==> src/rtl/ctrl_iseq.sv <==
// Instruction sequencer: loads a stage program while prog=1 and replays it one word per ptr_req.
// Optional build macro ISEQ_PARITY_EN adds a stored even-parity bit and a sticky par_err output.
module ctrl_iseq #(
  parameter int REGFILE_ADDR_WIDTH = 2,
  parameter int DATA_ADDR_WIDTH    = 4,
  parameter int PROG_SIZE          = 32,
  localparam int IW  = 2 + 2*REGFILE_ADDR_WIDTH + 4*DATA_ADDR_WIDTH,
  localparam int PCW = $clog2(PROG_SIZE)
) (
  input  logic          clk,
  input  logic          rst_n,
  input  logic          en,
  input  logic          prog,
  input  logic          prog_we,
  input  logic [IW-1:0] prog_word,
  input  logic          ptr_req,
  output logic [IW-1:0] instr_word,
  output logic          iw_valid,
  output logic [PCW-1:0] pc,
  output logic [PCW:0]  prog_len,
  output logic          frame_start,
`ifdef ISEQ_PARITY_EN
  output logic          par_err,
`endif
  output logic          prog_err
);

`ifdef ISEQ_PARITY_EN
  localparam int MW = IW + 1;
`else
  localparam int MW = IW;
`endif

  localparam logic [PCW:0] LEN_FULL = (PCW+1)'(PROG_SIZE);
  localparam logic [PCW:0] LEN_ONE  = (PCW+1)'(1);

  typedef enum logic [1:0] {S_EMPTY, S_LOAD, S_FETCH, S_READY} state_e;

  state_e         state_q, state_d;
  logic [IW-1:0]  instr_word_q, instr_word_d;
  logic           iw_valid_q, iw_valid_d;
  logic [PCW-1:0] pc_q, pc_d;
  logic [PCW:0]   prog_len_q, prog_len_d;
  logic           frame_start_q, frame_start_d;
  logic           prog_err_q, prog_err_d;
  logic           wrap_q, wrap_d;
  logic           par_err_q, par_err_d;
  logic           wr_en;
  logic           last_word;
  logic [MW-1:0]  wr_data;
  logic [MW-1:0]  rd_word;
  logic [MW-1:0]  mem [PROG_SIZE];

`ifdef ISEQ_PARITY_EN
  assign wr_data = {^prog_word, prog_word};
`else
  assign wr_data = prog_word;
`endif

  assign rd_word   = mem[pc_q];
  assign last_word = instr_word_q[IW-1] || ({1'b0, pc_q} == (prog_len_q - LEN_ONE));

  always_comb begin
    state_d       = state_q;
    instr_word_d  = instr_word_q;
    iw_valid_d    = iw_valid_q;
    pc_d          = pc_q;
    prog_len_d    = prog_len_q;
    frame_start_d = 1'b0;
    prog_err_d    = prog_err_q;
    wrap_d        = wrap_q;
    par_err_d     = par_err_q;
    wr_en         = 1'b0;
    if (prog) begin
      // prog overrides everything, including a transfer requested in the same cycle
      state_d    = S_LOAD;
      iw_valid_d = 1'b0;
      if (state_q != S_LOAD) begin
        prog_len_d = '0;
        prog_err_d = 1'b0;
        par_err_d  = 1'b0;
        pc_d       = '0;
      end else if (prog_we) begin
        if (prog_len_q == LEN_FULL) begin
          prog_err_d = 1'b1;
        end else begin
          wr_en      = 1'b1;
          prog_len_d = prog_len_q + LEN_ONE;
        end
      end
    end else begin
      unique case (state_q)
        S_LOAD: begin
          if (prog_len_q == '0) begin
            state_d = S_EMPTY;
          end else begin
            pc_d    = '0;
            wrap_d  = 1'b0;
            state_d = S_FETCH;
          end
        end
        S_FETCH: begin
          instr_word_d  = rd_word[IW-1:0];
          iw_valid_d    = 1'b1;
          frame_start_d = wrap_q;
          wrap_d        = 1'b0;
          state_d       = S_READY;
`ifdef ISEQ_PARITY_EN
          if (^rd_word) par_err_d = 1'b1;
`endif
        end
        S_READY: begin
          if (ptr_req && iw_valid_q) begin
            iw_valid_d = 1'b0;
            pc_d       = last_word ? '0 : pc_q + PCW'(1);
            wrap_d     = last_word;
            state_d    = S_FETCH;
          end
        end
        default: ;
      endcase
    end
  end

  always_ff @(posedge clk) begin
    if (rst_n && en && wr_en) mem[prog_len_q[PCW-1:0]] <= wr_data;
  end

  always_ff @(posedge clk) begin
    if (!rst_n) begin
      state_q       <= S_EMPTY;
      instr_word_q  <= '0;
      iw_valid_q    <= 1'b0;
      pc_q          <= '0;
      prog_len_q    <= '0;
      frame_start_q <= 1'b0;
      prog_err_q    <= 1'b0;
      wrap_q        <= 1'b0;
      par_err_q     <= 1'b0;
    end else if (en) begin
      state_q       <= state_d;
      instr_word_q  <= instr_word_d;
      iw_valid_q    <= iw_valid_d;
      pc_q          <= pc_d;
      prog_len_q    <= prog_len_d;
      frame_start_q <= frame_start_d;
      prog_err_q    <= prog_err_d;
      wrap_q        <= wrap_d;
      par_err_q     <= par_err_d;
    end
  end

  assign instr_word  = instr_word_q;
  assign iw_valid    = iw_valid_q;
  assign pc          = pc_q;
  assign prog_len    = prog_len_q;
  assign frame_start = frame_start_q;
  assign prog_err    = prog_err_q;
`ifdef ISEQ_PARITY_EN
  assign par_err     = par_err_q;
`endif

endmodule

==> config.mk <==
export PLATFORM = sky130hd
export DESIGN_NAME = ctrl_iseq
export DESIGN_NICKNAME = d
export VERILOG_FILES = /design/src/rtl/ctrl_iseq.sv
export SDC_FILE = /design/constraint.sdc
export NUM_CORES = 1
export LEC_CHECK = 0
export ABC_AREA = 1
export CORE_MARGIN = 10
export CORE_UTILIZATION = 48
export DETAILED_ROUTE_END_ITERATION = 6
export GPL_ROUTABILITY_DRIVEN = 0
export REMOVE_ABC_BUFFERS = 1
export SLEW_MARGIN = 20
export SYNTH_ARGS = -nofsm -noshare
export SYNTH_HDL_FRONTEND = slang
export SYNTH_SLANG_ARGS = --single-unit
==> constraint.sdc <==
create_clock -name clk -period 5 [get_ports clk]
set_input_delay 1 -clock clk [delete_from_list [all_inputs] [get_ports clk]]
set_output_delay 1 -clock clk [all_outputs]
set_load 0.005 [all_outputs]
==> flow_metrics.env, run 1 <==
export IMPL_first_pass_iters=7
export IMPL_synth_yosys_seq_area_share_pct=67.27
export IMPL_power_density_nw_per_um2=344.1
export IMPL_setup_violations=0
export IMPL_coreArea_um2=67280
export IMPL_top_usage_layer="met2"
export IMPL_dpl_cell_area_um2=33890
export IMPL_start_util_pct=48.43
export IMPL_use_met1_pct=32.30
export IMPL_portBuffers=63
export IMPL_fin_hold_ws_ns=0.4613
export IMPL_syn_inst=3244
export IMPL_pre_cts_slack_ns=1.145
export IMPL_arrival_ns=3.77
export IMPL_total_power_w=0.01248
export IMPL_r2r_slack_ns=1.54
export IMPL_clockRootBuffer="clkbuf_16"
export IMPL_period_share_pct=69.16
export IMPL_num_vias=22110
export IMPL_grt_first_pass_wirelength_um=133600
export IMPL_die_area_um2=78710
export IMPL_critPathLaunchType="flip-flop"
export IMPL_cp_data_required_time_ns=5.31
export IMPL_post_route_util_pct=53.92
export IMPL_cts_resized=0
export IMPL_switching_share_pct=20.35
export IMPL_grtUsageMet3_pct=3.575
export IMPL_rsz0062_at_grt="no"
export IMPL_postRouteAntennaNets=0
export IMPL_synth_top_area_share_pct=64.88
export IMPL_num_io_pins=64
export IMPL_synthMostInstantiatedCell="nand2_1"
export IMPL_drt_total_wl_um=89690
export IMPL_met2_usage_pct=35.62
export IMPL_p_seq_share_pct=54.5
export IMPL_die_height_um=280.6
export IMPL_pwr_share_comb_pct=1.6
export IMPL_fin_area_um2=36280
export IMPL_cts_clk_slew_worst_paths_ns=0.06
export IMPL_setup_slack_ns=1.542
export IMPL_viasPerCell=5.272
export IMPL_cts_htree_levels=3
export IMPL_path_buf_inv=4
export IMPL_place_hpwl_um=53060
export IMPL_syn_to_final_growth_pct=11.33
export IMPL_cp_slowest_cell="nor2_2"
export IMPL_hold_class="reg -> reg"
export IMPL_cap_viol_max_count=0
export IMPL_synth_seq_cells=743
export IMPL_yosys_warnings=0
export IMPL_cts_buffers=78
export IMPL_fmax_mhz=289.2
export IMPL_path_class="reg -> reg"
export IMPL_synth_largest_area_cell="edfxtp_1"
export IMPL_crit_chain="inv_1 > ha_1 > inv_1 > nor2_1 > nand2_2 > o21ai_2 > nor3_2 > nand2_1 > inv_2 > nand2_2 > nor2_2 > buf_4"
export IMPL_drive_above_1_share_pct=8.371
export IMPL_cts_tree="built"
export IMPL_maxSlewViolCount=0
export IMPL_diodes=0
export IMPL_crit_family="simple AND/OR/NAND/NOR gates"
export IMPL_worst_ir_drop_vdd_uv=265.7
export IMPL_syn_area_per_cell_um2=10.04
export IMPL_critPathMaxFanout=13
export IMPL_async_reset_ff_share_pct=0
export IMPL_layout_nets=3297
export IMPL_grt_usage_pct=22.79
export IMPL_cts_sinks=743
export IMPL_clockPowerShare_pct=43.9
export IMPL_drc=0
export IMPL_fin_skew_ns=0.02148
export IMPL_power_switching_w=0.002541
export IMPL_overflow=0
export IMPL_drtIter0Drc=2266
export IMPL_antenna_found_initial=3
export IMPL_outcome="finished clean"
export IMPL_worstSetupEndpointType="flip-flop"
export IMPL_fp_dieW_um=280.6
export IMPL_clk_path_buf_depth=3
export IMPL_worstMarginPinSlew_ns=1.050
export IMPL_clk_latency_ns=0.63
export IMPL_synth_edf_count=704
export IMPL_cts_setup_buffers=0
export IMPL_synthTopCellsByCount="nand2_1 (1,213), edfxtp_1 (704), inv_1 (483)"
export IMPL_wl_per_cell_um=21.39
export IMPL_synth_main_ff_cell="edfxtp_1"
export IMPL_hold_buffers=0
export IMPL_ys_top_cells_by_area="edfxtp_1 (65%), nand2_1 (14%), nand3_1 (6.4%), inv_1 (5.6%), dfxtp_1 (2.4%)"
export IMPL_relSlewSlack_pct=29.99
export IMPL_p_int_w=0.009942
export IMPL_rows=95
export IMPL_grt_max_degree=172
export IMPL_grt_pass1_vias=21070
export IMPL_crit_path_max_incr_delay_ns=0.56
export IMPL_min_period_ns=3.458
export IMPL_p_leak_nw=15.00
export IMPL_synth_area_um2=32590
export IMPL_finalHoldViolations=0
export IMPL_yosys_cell_types_count=37
-- per-layer routing --
layer  wire length (um)  part of all wire (%)  vias to the layer above
met5                  0                     0                        -
li1                   -                     -                    10460
met2              41070                    46                      861
met3               7157                   8.0                      131
met1              39050                    44                    10660
met4               2416                   2.7                        0
-- tightest hold or removal path: stages (launching register included) --
cell and delay [ns]:
dfxtp_1 0.30, nand2_1 0.06, a21oi_1 0.05
-- sequential cells by signal, summed over array words and instances (netlist names) --
register,flops
mem,704
instr_word,22
prog_len,6
pc,5
state_q,2
frame_start,1
iw_valid,1
prog_err,1
wrap_q,1
-- final cells by class --
cell class	instances	area [um2]
Multi-Input combinational cell	1848	8167
Inverter	491	1857
Clock buffer	104	2143
Tap cell	873	1092
Timing Repair Buffer	98	840.8
Fill cell	5952	31000
Sequential cell	743	21930
Clock inverter	37	242.7
-- through the flow --
| step | cells | TNS (ns) |
|---|---|---|
| floorplan | 3082 | -265.37 |
| global placement | 4053 | 0 |
| detailed placement | 4053 | 0 |
| CTS | 4194 | 0 |
| global route | 4194 | 0 |
| finish | 4194 | 0 |
-- cell families (layout without fill, tap and decap cells) --
logic type | Yosys count | in the layout | synth area share (%)
AOI/OAI and AO/OA | 74 | 74 | 1.547
xor gates and xnor gates | 2 | 2 | 0.05377
adders and majority gates | 9 | 9 | 0.3456
buffers and inverters | 653 | 730 | 8.171
DFF | 743 | 743 | 67.27
and+or+nand+nor | 1763 | 1763 | 22.61
-- path summary, 6_finish.rpt --
kind	startpoint	endpoint	depth (start not counted)
setup / recovery	prog_len[0]	mem[21][7]	12
hold / removal	frame_start	frame_start	2
hold reg to reg	frame_start	frame_start	2
setup reg to reg	prog_len[0]	mem[21][7]	12
-- placed cells by master (no fill, tap or decap), types with 23 or more instances in the layout --
| cell type | count |
|---|---|
| buf_2 | 23 |
| buf_4 | 30 |
| clkdlybuf4s50_1 | 40 |
| nand3_1 | 416 |
| dfxtp_1 | 35 |
| or2_2 | 63 |
| clkbuf_16 | 81 |
| inv_1 | 483 |
| o211ai_1 | 23 |
| nand2_1 | 1213 |
| edfxtp_1 | 704 |
-- power groups by stage --
stage	logic, W	registers, W	clock network [W]
finish	0.000194	0.00681	0.00548
global route	0.000204	0.00680	0.00581
floorplan	0.0000230	0.00694	0
CTS	0.000196	0.00681	0.00556
detailed placement	0.000195	0.00694	0
global placement	0.000190	0.00694	0
(Power assumes the default switching activity.)
==> inputs of run 2 (changes only) <==
--- a/config.mk
+++ b/config.mk
@@ -10,6 +10,7 @@
 export CORE_UTILIZATION = 48
 export DETAILED_ROUTE_END_ITERATION = 6
 export GPL_ROUTABILITY_DRIVEN = 0
+export PLACE_DENSITY = 0.67
 export REMOVE_ABC_BUFFERS = 1
 export SLEW_MARGIN = 20
 export SYNTH_ARGS = -nofsm -noshare
==> constraint.sdc (replaced) <==
create_clock -name clk -period 3 [get_ports clk]
set_input_delay 0.6 -clock clk [delete_from_list [all_inputs] [get_ports clk]]
set_output_delay 0.6 -clock clk [all_outputs]
set_load 0.005 [all_outputs]
==> flow_metrics.env, run 2 (synthesis results as in run 1) <==
export IMPL_postRouteAntennaNets=0
export IMPL_path_buf_inv=2
export IMPL_layout_nets=3368
export IMPL_rsz0062_at_grt="no"
export IMPL_power_density_nw_per_um2=563.7
export IMPL_placed_cells=4124
export IMPL_num_io_pins=64
export IMPL_topRoutingLayerUsed="met5"
export IMPL_p_int_w=0.01688
export IMPL_crit_chain="buf_4 > clkdlybuf4s50_1"
export IMPL_portBuffers=63
export IMPL_layout_commonest_cell="nand2_1"
export IMPL_num_vias=22020
export IMPL_cts_htree_levels=3
export IMPL_final_cell_mix="nand2_1 (1,213), edfxtp_1 (704), inv_1 (483)"
export IMPL_cts_sinks=743
export IMPL_worst_ir_drop_vdd_uv=501.9
export IMPL_n_fill_cell=5669
export IMPL_viasPerCell=5.161
export IMPL_finalHoldViolations=0
export IMPL_arrival_ns=2.19
export IMPL_drtIter0Drc=2324
export IMPL_drt_total_wl_um=84940
export IMPL_period_share_pct=92.97
export IMPL_pwr_share_comb_pct=1.4
export IMPL_drc=0
export IMPL_syn_to_final_growth_pct=14.58
export IMPL_fin_cells=4267
export IMPL_crit_family="buffers and inverters"
export IMPL_diodes=0
export IMPL_clockRootBuffer="clkbuf_16"
export IMPL_critPathMaxFanout=32
export IMPL_crit_path_max_incr_delay_ns=0.58
export IMPL_clockPowerShare_pct=44.7
export IMPL_setup_violations=0
export IMPL_outcome="finished clean"
export IMPL_wl_met1_um=34830
export IMPL_first_pass_iters=6
export IMPL_cts_tree="built"
export IMPL_clk_path_buf_depth=3
export IMPL_fin_skew_ns=0.02103
export IMPL_grt_max_degree=107
export IMPL_clk_latency_ns=0.63
export IMPL_power_switching_w=0.004170
export IMPL_antenna_found_initial=3
export IMPL_place_hpwl_um=51830
export IMPL_maxSlewViolCount=0
export IMPL_wl_per_cell_um=19.91
export IMPL_min_period_ns=2.789
export IMPL_cp_data_required_time_ns=2.40
export IMPL_cap_viol_max_count=0
export IMPL_regArea_um2=21930
export IMPL_hold_buffers=0
export IMPL_drive_above_1_share_pct=10.14
export IMPL_start_util_pct=48.43
export IMPL_coreArea_um2=67280
export IMPL_grt_usage_pct=21.56
export IMPL_cp_slowest_cell="clkdlybuf4s50_1"
export IMPL_min_from="rst_n"
export IMPL_multi_input_area_um2=8222
export IMPL_routed_wl_met2_um=40130
export IMPL_largest_register_ffs=704
export IMPL_hold_class="in -> reg"
export IMPL_cts_clk_slew_worst_paths_ns=0.05
export IMPL_p_leak_nw=15.51
export IMPL_critPathLaunchType="flip-flop"
export IMPL_cts_setup_buffers=0
export IMPL_r2r_start="prog_len[1]"
export IMPL_worstMarginPinSlew_ns=1.077
export IMPL_cts_buffers=78
export IMPL_grt_pass1_vias=21060
export IMPL_fp_dieW_um=280.6
export IMPL_overflow=0
export IMPL_relSlewSlack_pct=28.12
export IMPL_worstSetupEndpointType="primary output"
export IMPL_die_area_um2=78710
export IMPL_cp_startpoint="pc[0]"
export IMPL_die_height_um=280.6
export IMPL_rows=95
export IMPL_path_class="reg -> out"
export IMPL_post_route_util_pct=55.50
export IMPL_p_seq_share_pct=53.9
export IMPL_switching_share_pct=19.81
export IMPL_fmax_mhz=358.5
export IMPL_wl_met3_um=6985
export IMPL_grt_first_pass_wirelength_um=128300
export IMPL_cts_resized=0
==> run 2: changes by cell type in the layout (fill, tap and decap cells not counted), sizes merged, moves of 2 or more <==
cell | before | now
clkinv | 31 | 41
clkbuf | 104 | 95
clkdlybuf4s50 | 40 | 46
bufinv | 2 | 6
buf | 58 | 123
inv | 492 | 490
==> run 2: cell type report <==
class,instances,area share [%]
multi-input cells,1848,22.02
clock buffers,95,5.627
clock inverters,48,1.039
well taps,873,2.926
repair buffers,169,4.665
inverters,491,4.973
flip-flops and latches,743,58.75
==> run 2: per-layer routing <==
metal | GRT usage, % | vias up
met5 | 0 | -
met1 | 28.06 | 10390
li1 | - | 10630
met4 | 8.533 | 4
met3 | 4.298 | 155
met2 | 35.08 | 839
==> run 2: final timing paths <==
kind	endpoint	slack [ns]	depth (start not counted)
hold / removal	prog_len[1]	0.43	4
hold reg to reg	frame_start	0.47	2
setup / recovery	pc[0]	0.21	2
setup reg to reg	mem[30][7]	0.26	13
==> run 2: power groups by stage <==
stage	registers [W]	clock network [W]	logic [W]
after CTS	0.0113	0.00955	0.000300
final	0.0113	0.00941	0.000298
after global placement	0.0116	0	0.000295
after global routing	0.0113	0.00997	0.000316
after floorplan	0.0116	0	0.0000383
after detailed placement	0.0116	0	0.000300
==> run 2: worst min-delay path: cells and delay by family <==
family | cells | cell delay (ns)
AOI/OAI and AO/OA | 1 | 0.06
buffers and inverters | 2 | 0.24
and+or+nand+nor | 1 | 0.09
==> run 2: per-stage QoR <==
| step | setup TNS (ns) | hold slack (ns) | cell area (um2) | setup slack [ns] | total power [W] |
|---|---|---|---|---|---|
| after CTS | 0 | 0.4016 | 37340 | 0.2006 | 0.02120 |
| after detailed placement | 0 | 0.4584 | 34850 | 0.1141 | 0.01186 |
| final | 0 | 0.4319 | 37340 | 0.2108 | 0.02105 |
| after global placement | 0 | 0.4587 | 34850 | 0.09578 | 0.01186 |
| after floorplan | -330.53 | 0.4410 | 31770 | -11.42 | 0.01160 |
| after global routing | 0 | 0.4424 | 37340 | 0.1252 | 0.02163 |
